<file path="config.mk">
export PLATFORM = sky130hd
export DESIGN_NAME = fixed_residual_encoder
export DESIGN_NICKNAME = d
export VERILOG_FILES = /design/src/rtl/flac_pkg.sv /design/src/rtl/fixed_residual_calc.sv /design/src/rtl/fixed_residual_encoder.sv
export SDC_FILE = /design/constraint.sdc
export NUM_CORES = 1
export LEC_CHECK = 0
export BUFFER_PORTS_ARGS = -buffer_cell sky130_fd_sc_hd__buf_2
export CAP_MARGIN = 5
export CORE_MARGIN = 4
export CORE_UTILIZATION = 58
export CTS_BUF_LIST = sky130_fd_sc_hd__clkbuf_4
export DETAILED_ROUTE_END_ITERATION = 12
export HOLD_SLACK_MARGIN = 0.02
export PLACE_DENSITY_LB_ADDON = 0.1
export SYNTH_ARGS = -nofsm -noshare
export SYNTH_HDL_FRONTEND = slang
export SYNTH_HIERARCHICAL = 1
export SYNTH_SLANG_ARGS = --single-unit
</file>
<file path="constraint.sdc">
create_clock -name iClock -period 7 [get_ports iClock]
set_clock_uncertainty 0.05 [all_clocks]
set_input_delay 0.7 -clock iClock [delete_from_list [all_inputs] [get_ports iClock]]
set_output_delay 0.7 -clock iClock [all_outputs]
set_load 0.01 [all_outputs]
</file>
<file path="src/rtl/flac_pkg.sv">
// Shared definitions for the fixed-predictor FLAC residual encoder.
// Holds the FSM state set, default widths and the order/Rice limits.
package flac_pkg;

   localparam int SAMPLE_W_DEF = 16;
   localparam int RES_W_DEF    = 21;
   localparam int MAX_ORDER    = 4;
   localparam int MAX_RICE     = 14;

   typedef enum logic [2:0] {
      IDLE,
      WAIT,
      RAW,
      CALC,
      UNARY,
      STOP,
      BINARY,
      DONE
   } state_t;

endpackage

</file>
<file path="src/rtl/fixed_residual_calc.sv">
// Combinational fixed-predictor residual (orders 0..4).
// Orders above 4 fall through to the order-4 predictor.
module fixed_residual_calc
   import flac_pkg::*;
#(
   parameter int SAMPLE_W = SAMPLE_W_DEF,
   parameter int RES_W    = RES_W_DEF
) (
   input  logic        [2:0]          order_i,
   input  logic signed [SAMPLE_W-1:0] x0_i,
   input  logic signed [SAMPLE_W-1:0] x1_i,
   input  logic signed [SAMPLE_W-1:0] x2_i,
   input  logic signed [SAMPLE_W-1:0] x3_i,
   input  logic signed [SAMPLE_W-1:0] x4_i,
   output logic signed [RES_W-1:0]    res_o
);

   logic signed [RES_W-1:0] e0, e1, e2, e3, e4;

   assign e0 = RES_W'(x0_i);
   assign e1 = RES_W'(x1_i);
   assign e2 = RES_W'(x2_i);
   assign e3 = RES_W'(x3_i);
   assign e4 = RES_W'(x4_i);

   // Binomial coefficients built from shifts and adds
   always_comb begin
      res_o = e0;
      unique case (order_i)
         3'd0: res_o = e0;
         3'd1: res_o = e0 - e1;
         3'd2: res_o = e0 - (e1 <<< 1) + e2;
         3'd3: res_o = e0 - ((e1 <<< 1) + e1)
                          + ((e2 <<< 1) + e2) - e3;
         default: res_o = e0 - (e1 <<< 2)
                             + ((e2 <<< 2) + (e2 <<< 1))
                             - (e3 <<< 2) + e4;
      endcase
   end

endmodule

</file>
<file path="src/rtl/fixed_residual_encoder.sv">
// Fixed-predictor residual encoder: raw warm-up samples, then
// Rice-coded residuals, serialised one bit per handshake.
module fixed_residual_encoder
   import flac_pkg::*;
#(
   parameter int SAMPLE_W = SAMPLE_W_DEF,
   parameter int RES_W    = RES_W_DEF
) (
   input  logic                       iClock,
   input  logic                       iReset,
   input  logic                       iStart,
   input  logic        [2:0]          iOrder,
   input  logic        [3:0]          iRiceParam,
   input  logic        [15:0]         iBlockSize,
   input  logic signed [SAMPLE_W-1:0] iSample,
   input  logic                       iValid,
   output logic                       oReady,
   output logic                       oBit,
   output logic                       oBitValid,
   input  logic                       iBitReady,
   output logic                       oDone
);

   localparam int U_W = RES_W + 1;
   localparam int BW  = $clog2(SAMPLE_W + 1);

   state_t                     state_q, state_d;
   logic        [2:0]          order_q, order_d;
   logic        [3:0]          k_q, k_d;
   logic        [15:0]         bsize_q, bsize_d;
   logic        [15:0]         idx_q, idx_d;
   logic                       last_q, last_d;
   logic signed [SAMPLE_W-1:0] cur_q, cur_d;
   logic signed [SAMPLE_W-1:0] h1_q, h1_d, h2_q, h2_d;
   logic signed [SAMPLE_W-1:0] h3_q, h3_d, h4_q, h4_d;
   logic        [U_W-1:0]      sr_q, sr_d;
   logic        [BW-1:0]       bcnt_q, bcnt_d;
   logic        [U_W-1:0]      cnt_q, cnt_d;

   logic signed [RES_W-1:0]    res;
   logic        [U_W-1:0]      res2;
   logic        [U_W-1:0]      u_fold;
   logic        [U_W-1:0]      quo;
   logic                       accept;
   logic                       consume;
   state_t                     end_st;

   fixed_residual_calc #(
      .SAMPLE_W (SAMPLE_W),
      .RES_W    (RES_W)
   ) u_calc (
      .order_i (order_q),
      .x0_i    (cur_q),
      .x1_i    (h1_q),
      .x2_i    (h2_q),
      .x3_i    (h3_q),
      .x4_i    (h4_q),
      .res_o   (res)
   );

   // -2r-1 is the bitwise inverse of 2r
   assign res2   = {res, 1'b0};
   assign u_fold = res[RES_W-1] ? ~res2 : res2;
   assign quo    = u_fold >> k_q;

   assign oReady    = (state_q == WAIT);
   assign oDone     = (state_q == DONE);
   assign oBitValid = (state_q == RAW) || (state_q == UNARY) ||
                      (state_q == STOP) || (state_q == BINARY);
   assign oBit      = ((state_q == RAW) || (state_q == BINARY)) ?
                      sr_q[U_W-1] : (state_q == STOP);

   assign accept  = oReady && iValid;
   assign consume = oBitValid && iBitReady;
   assign end_st  = last_q ? DONE : WAIT;

   always_comb begin
      state_d = state_q;
      order_d = order_q;
      k_d     = k_q;
      bsize_d = bsize_q;
      idx_d   = idx_q;
      last_d  = last_q;
      cur_d   = cur_q;
      h1_d    = h1_q;
      h2_d    = h2_q;
      h3_d    = h3_q;
      h4_d    = h4_q;
      sr_d    = sr_q;
      bcnt_d  = bcnt_q;
      cnt_d   = cnt_q;
      unique case (state_q)
         IDLE: begin
            if (iStart) begin
               order_d = (iOrder > 3'(MAX_ORDER)) ?
                         3'(MAX_ORDER) : iOrder;
               k_d     = (iRiceParam > 4'(MAX_RICE)) ?
                         4'(MAX_RICE) : iRiceParam;
               bsize_d = iBlockSize;
               idx_d   = '0;
               last_d  = 1'b0;
               cur_d   = '0;
               h1_d    = '0;
               h2_d    = '0;
               h3_d    = '0;
               h4_d    = '0;
               state_d = WAIT;
            end
         end
         WAIT: begin
            if (accept) begin
               cur_d   = iSample;
               h1_d    = cur_q;
               h2_d    = h1_q;
               h3_d    = h2_q;
               h4_d    = h3_q;
               idx_d   = idx_q + 16'd1;
               last_d  = (idx_q + 16'd1) == bsize_q;
               sr_d    = {iSample, {(U_W-SAMPLE_W){1'b0}}};
               bcnt_d  = BW'(SAMPLE_W);
               state_d = (idx_q < 16'(order_q)) ? RAW : CALC;
            end
         end
         RAW, BINARY: begin
            if (consume) begin
               sr_d = sr_q << 1;
               if (bcnt_q == BW'(1)) state_d = end_st;
               else bcnt_d = bcnt_q - BW'(1);
            end
         end
         CALC: begin
            cnt_d   = quo;
            sr_d    = u_fold << (U_W - int'(k_q));
            bcnt_d  = BW'(k_q);
            state_d = (quo == '0) ? STOP : UNARY;
         end
         UNARY: begin
            if (consume) begin
               cnt_d = cnt_q - U_W'(1);
               if (cnt_q == U_W'(1)) state_d = STOP;
            end
         end
         STOP: begin
            if (consume) state_d = (k_q == 4'd0) ? end_st : BINARY;
         end
         DONE: state_d = IDLE;
         default: state_d = IDLE;
      endcase
   end

   always_ff @(posedge iClock or posedge iReset) begin
      if (iReset) begin
         state_q <= IDLE;
         order_q <= '0;
         k_q     <= '0;
         bsize_q <= '0;
         idx_q   <= '0;
         last_q  <= 1'b0;
         cur_q   <= '0;
         h1_q    <= '0;
         h2_q    <= '0;
         h3_q    <= '0;
         h4_q    <= '0;
         sr_q    <= '0;
         bcnt_q  <= '0;
         cnt_q   <= '0;
      end else begin
         state_q <= state_d;
         order_q <= order_d;
         k_q     <= k_d;
         bsize_q <= bsize_d;
         idx_q   <= idx_d;
         last_q  <= last_d;
         cur_q   <= cur_d;
         h1_q    <= h1_d;
         h2_q    <= h2_d;
         h3_q    <= h3_d;
         h4_q    <= h4_d;
         sr_q    <= sr_d;
         bcnt_q  <= bcnt_d;
         cnt_q   <= cnt_d;
      end
   end

endmodule

</file>
---- Word-level counts from Yosys, hierarchy flattened ----
Cells that the tools add are included.
operators by class
  add/sub/neg operators ................... 17
  magnitude comparators ................... 3
  equal/unequal tests ..................... 21
  shifts and indexed selects .............. 2
  multiplexer cells ....................... 42
  bitwise gates (word level) .............. 1
  reductions and logical operators ........ 20
operator list
  kind                                                   count
  one-hot mux 16 bit (2 select lines)                    6
  two-way mux 16 bit                                     7
  two-way mux 22 bit                                     4
  one-hot mux 21 bit (4 select lines)                    1
  one-hot mux 22 bit (3 select lines)                    1
  one-hot mux 22 bit (2 select lines)                    1
  adder 21 bit                                           2
  subtractor 16 x 18 -> 19 bit                           2
  adder 17 x 16 -> 18 bit                                2
  << shifter 22 x 32 -> 22 bit                           1
  two-way mux 3 bit                                      10
  equality test 22 x 1 -> 1 bit (second input constant)  1
  zero test 22 bit                                       1
  inverter 22 bit                                        1
  >> shifter 22 x 4 -> 22 bit                            1
  subtractor 22 x 1 -> 22 bit (second input constant)    1
  adder 21 x 16 -> 21 bit                                1
  one-hot mux 3 bit (7 select lines)                     1
  subtractor 21 x 16 -> 21 bit                           1
  subtractor 21 x 18 -> 21 bit                           1
  adder 18 x 16 -> 19 bit                                1
  adder 18 x 17 -> 19 bit                                1
  subtractor 16 x 17 -> 18 bit                           1
  subtractor 16 x 16 -> 17 bit                           1
  29 further kinds                                       56
word-level totals
  bits in registers ....................... 172
  input port bits ......................... 44
  output and inout port bits .............. 4
  word-level logic and storage cells ...... 120

---- Depth between registers and ports, before layout ----
  word-level depth ........................ 11
  mapped depth ............................ 26
  gate-level depth less buffers ........... 25

---- Hierarchy ----
Netlist, hierarchy kept.
by module, submodules not included
  module                  instances  cells an instance  area an instance (um2)  seq. area each (um2)
  fixed_residual_encoder  1          1039               10411.2                 4304.1
  fixed_residual_calc     1          853                7544.7                  0.0

---- Worst setup path before layout ----
Ideal clock, no wire load.
  path kind ............................... flip-flop to flip-flop
  from .................................... reg h1_q[11]
  to ...................................... reg state_q[0]
  arrival time ............................ 5903 ps
  data required time ...................... 6873 ps
  setup slack ............................. 970 ps
  cell stages (with the launch flop) ...... 23
  path buffers ............................ 0
  clock period less this slack ............ 6030 ps
  path through ............................ dfrtp_1 -> inv_1 -> fa_1 -> fa_1 -> inv_1 -> fa_1 -> inv_1 -> ha_1 -> a21o_1 -> a21o_1 -> a221o_1 -> o21bai_4 -> o31ai_4 -> xnor2_1 -> a211o_1 -> a22o_1 -> mux4_1 -> mux4_2 -> xnor2_2 -> o221ai_2 -> nor4_2 -> nand4_1 -> a21oi_1
on the way
  longest elaborated chain between the ends .. 11
ends and longest elaborated chain
  element                                                                  RTL line                                              text
  start: declaration                                                       fixed_residual_encoder.sv:34                          logic signed [SAMPLE_W-1:0] h1_q, h1_d, h2_q, h2_d;
  start signal: assignment                                                 fixed_residual_encoder.sv:160                         h1_q <= '0;
  start signal: assignment                                                 fixed_residual_encoder.sv:175                         h1_q <= h1_d;
  subtractor 16 x 18 -> 19 bit or adder 17 x 16 -> 18 bit (tied branches)  fixed_residual_calc.sv:35, fixed_residual_calc.sv:33
  adder 21 bit or subtractor 16 x 18 -> 19 bit (tied branches)             fixed_residual_calc.sv:36, fixed_residual_calc.sv:33
  subtractor 21 x 18 -> 21 bit or adder 21 bit (tied branches)             fixed_residual_calc.sv:37, fixed_residual_calc.sv:34
  adder 21 x 16 -> 21 bit or subtractor 21 x 16 -> 21 bit (tied branches)  fixed_residual_calc.sv:37, fixed_residual_calc.sv:34
  one-hot mux 21 bit (4 select lines) (*)                                  fixed_residual_calc.sv:29                             unique case (order_i)
  named net res[17]                                                        fixed_residual_encoder.sv:40                          logic signed [RES_W-1:0] res;
  inverter 22 bit                                                          fixed_residual_encoder.sv:63                          assign u_fold = res[RES_W-1] ? ~res2 : res2;
  two-way mux 22 bit (*)                                                   fixed_residual_encoder.sv:63
  >> shifter 22 x 4 -> 22 bit (*)                                          fixed_residual_encoder.sv:64                          assign quo = u_fold >> k_q;
  zero test 22 bit (*)                                                     fixed_residual_encoder.sv:135                         state_d = (quo == '0) ? STOP : UNARY;
  two-way mux 1 bit (*)                                                    fixed_residual_encoder.sv:135
  one-hot mux 3 bit (7 select lines) (*)                                   fixed_residual_encoder.sv:92                          unique case (state_q)
  end signal: assignment                                                   fixed_residual_encoder.sv:168                         state_q <= state_d;
  end: declaration                                                         fixed_residual_encoder.sv:27                          state_t state_q, state_d;
Mark *: on every way through the listed nets, which the timed path passes. The rest lies on a longest branch.
A chain may end at the register's enable or synchronous reset.

---- Worst setup path after layout ----
  from .................................... reg cur_q[11]
  to ...................................... reg state_q[0]
on the way
  longest elaborated chain between the ends .. 11
ends and longest elaborated chain
  element                                  RTL line                       text
  start: declaration                       fixed_residual_encoder.sv:33   logic signed [SAMPLE_W-1:0] cur_q, cur_d;
  start signal: assignment                 fixed_residual_encoder.sv:174  cur_q <= cur_d;
  subtractor 16 x 18 -> 19 bit             fixed_residual_calc.sv:35      default: res_o = e0 - (e1 <<< 2)
  adder 21 bit                             fixed_residual_calc.sv:36      + ((e2 <<< 2) + (e2 <<< 1))
  subtractor 21 x 18 -> 21 bit             fixed_residual_calc.sv:37      - (e3 <<< 2) + e4;
  adder 21 x 16 -> 21 bit                  fixed_residual_calc.sv:37
  one-hot mux 21 bit (4 select lines) (*)  fixed_residual_calc.sv:29
  named net res[17]                        fixed_residual_encoder.sv:40
  inverter 22 bit                          fixed_residual_encoder.sv:63
  two-way mux 22 bit (*)                   fixed_residual_encoder.sv:63
  >> shifter 22 x 4 -> 22 bit (*)          fixed_residual_encoder.sv:64
  zero test 22 bit (*)                     fixed_residual_encoder.sv:135
  two-way mux 1 bit (*)                    fixed_residual_encoder.sv:135
  one-hot mux 3 bit (7 select lines) (*)   fixed_residual_encoder.sv:92
Marked as above.

==> flow_summary_export.csv <==
group,metric,value,unit
status,status,"finished, final reports clean",
critical_path,cp.required,7550,ps
finish,layout.nets,2192,
routing,viasPerCell,6.24,
sta,setup_viol,0,
synthesis,ys_ff_latch,172,
clock_network,cts_made_buffers,17,
placement,globalplace.congestion,0.989,
critical_path,cp_slowest_stage_delay,550,ps
synthesis,yosysSeqAreaShare,24.0,%
die,initial_utilization,58.7,%
critical_path,criticalPathCategory,"register to register",
clock_network,postCtsSetupBuffers,0,
routing,ant_nets,0,
worst_hold_path,hold_path.class,"input pin to register",
synthesis,yosysTopAreaCellShare,24.0,%
synthesis,async_flop_share,100,%
synthesis,mappedNetlistArea,18000,sq um
global_routing,grt_pass1_wl,79300,um
synthesis,avgSynthCellArea,9.49,sq um
finish,drive_gt1_share,10.3,%
critical_path,arrival,7230,ps
clock_network,clock-sinks,172,
clock_network,root_buffer,"clkbuf_4",
finish,final_common_cell,"inv_1",
global_routing,grt_start_max_net_pins,65,
finish,area_growth,5.24,%
synthesis,post-synth-top-area-cell,"dfrtp_1",
synthesis,synth_cell_types,89,
clock_network,cts_tree,"built",
critical_path,critPathLaunchType,"register",
critical_path,crit_path_max_fanout,8,
sta,worst-slew-pin-transition,1150,ps
synthesis,synth_cells,1892,
sta,rsz0062_at_grt,"false",
critical_path,crit_path_cell_trace,"inv_1 > fa_1 > inv_1 > fa_1 > inv_1 > fa_1 > inv_1 > ha_1 > a21o_1 > a21o_1 > a221o_1 > o21bai_4 > o31ai_4 > xnor2_1 > a211o_1 > a22o_1 > mux4_1 > mux4_2 > xnor2_2 > o221ai_2 > nor4_2 > nand4_1 > a21oi_1",
synthesis,synth_edf_count,0,
synthesis,ys_warn_count,6,
global_routing,grt_pass1_vias,14400,
die,fp.dieH,184,um
finish,layout_common_cells,"inv_1, dfrtp_1, fa_1",
clock_network,htree_levels,4,
sta,drv_slew,0,
routing,dr.pass1.iters,9,
global_routing,grt_overflow_total,0,
critical_path,path_buf_inv,4,
critical_path,slowest_stage,"fa_1",
routing,num_vias,14500,
clock_network,clk_pin_slew_worst_paths,190,ps
placement,place.port_buffers,47,
critical_path,cp_common_cell,"inv_1",
sta,slew_headroom,23.3,%
critical_path,crit_path_end_kind,"register",
global_routing,grtUsageTotal,29.8,%
job,maxCapViolations,0,
global_routing,antenna_found_initial,1,
sta,period_needed,6680,ps
synthesis,syn-num-nets,2174,
clock_network,cts.path.max_buffers,2,
synthesis,synth_ff_type,"dfrtp_1",
die,fp.coreArea,30600,sq um
die,fp-row-count,64,
clock_network,clock_latency,670,ps
routing,drtIter0Drc,1220,
die,die_w,184,um
die,die_area,33800,sq um
sta,tns,0,ps
routing,wl_per_cell,21.1,um
routing,drc,0,
sta,whs,189,ps
placement,dpl.hpwl,38300,um
routing,finalWirelength,48900,um
sta,hold_violations,0,
sta,period_share,95.4,%
critical_path,crit_family,"compound AO/OA/AOI/OAI gates",
sta,max_freq,150,MHz
synthesis,synthTopCellsByArea,"dfrtp_1, fa_1, ha_1",
die,num_io_pins,48,
-- routing by layer --
metal  vias to the layer above  routed length [um]  global-route usage, %
met3                        85                3000                   4.65
met1                      7159               21900                   43.3
li1                       6723                   -                      -
met5                         -                   0                      0
met2                       508               22400                   45.7
met4                         0                1570                   10.5
-- synthesized netlist by cell type (all sizes together), types with 7 or more instances --
| cell | number |
|---|---|
| inv | 231 |
| dfrtp | 172 |
| fa | 147 |
| nand2 | 133 |
| o21ai | 130 |
| nor2 | 108 |
| a21oi | 98 |
| ha | 91 |
| a22o | 87 |
| xnor2 | 68 |
| xor2 | 59 |
| clkbuf | 51 |
| mux2i | 49 |
| mux4 | 39 |
| buf | 33 |
| a21o | 31 |
| nand3 | 30 |
| nor3 | 27 |
| mux2 | 21 |
| o21a | 20 |
| a22oi | 19 |
| a31oi | 18 |
| nor2b | 17 |
| o31ai | 17 |
| nand2b | 14 |
| and2 | 13 |
| nor4 | 13 |
| nand4 | 12 |
| a211oi | 11 |
| and3 | 11 |
| nand3b | 9 |
| o211ai | 9 |
| a221o | 8 |
| a222oi | 7 |
-- area by class of cell --
class	count	area, sq um
well taps	396	495
diodes	2	5.00
repair buffers	83	520
multi-input cells	1404	12400
fillers	2656	11700
inverters	232	876
clock inverters	15	168
clock buffers	17	128
flip-flops and latches	172	4310
-- kinds of logic after synthesis --
logic type / synth area share (%)
xor gates and xnor gates: 6.24
buffers and inverters: 7.24
AOI/OAI and AO/OA: 19.9
and+or+nand+nor: 10.9
DFF: 24.0
adders and majority gates: 22.7
muxes: 9.02
-- final timing paths --
check,endpoint,startpoint,cells after the start,slack [ps]
hold reg to reg,sr_q[7],sr_q[7],2,460
setup / recovery,state_q[0],cur_q[11],23,320
min in group asynchronous,cnt_q[4],iReset,3,560
setup reg to reg,state_q[0],cur_q[11],23,320
hold / removal,bsize_q[15],iBlockSize[15],2,190
max in group asynchronous,k_q[0],iReset,4,5090
-- state kept, by name, indices dropped and copies added, names as in the netlist, 3 cells and up --
register	cells
cnt_q	22
sr_q	22
bsize_q	16
cur_q	16
h1_q	16
h2_q	16
h3_q	16
h4_q	16
idx_q	16
bcnt_q	5
k_q	4
order_q	3
state_q	3
-- per-stage QoR --
step	setup slack (ps)	instance area, sq um	instances	util, %
2_1_floorplan	970	18000	1892	-
3_3_place_gp	438	18600	2286	60.7
3_5_place_dp	273	18600	2286	60.7
4_1_cts	227	18900	2319	61.7
5_1_grt	5.83	18900	2321	61.8
6_report	319	18900	2321	61.8
-- what timing repair did --
action / 4_1_cts / 5_1_grt
hold endpoints to repair: 37 / 0
resized for setup: 0 / 7
hold buffers: 1 / 0
endpoints found under the setup margin: 0 / 4
-- worst reg2reg max path, cell delays in order (launching register included) --
cell,delay [ps]
dfrtp_1,520
inv_1,160
fa_1,550
inv_1,50
fa_1,480
inv_1,60
fa_1,530
inv_1,60
ha_1,380
a21o_1,190
a21o_1,180
a221o_1,360
o21bai_4,210
o31ai_4,180
xnor2_1,100
a211o_1,320
a22o_1,350
mux4_1,550
mux4_2,490
xnor2_2,200
o221ai_2,130
nor4_2,240
nand4_1,130
a21oi_1,160
Power is not shown: default switching activity piles up to over one toggle a cycle in this logic, so the estimate is an artifact.
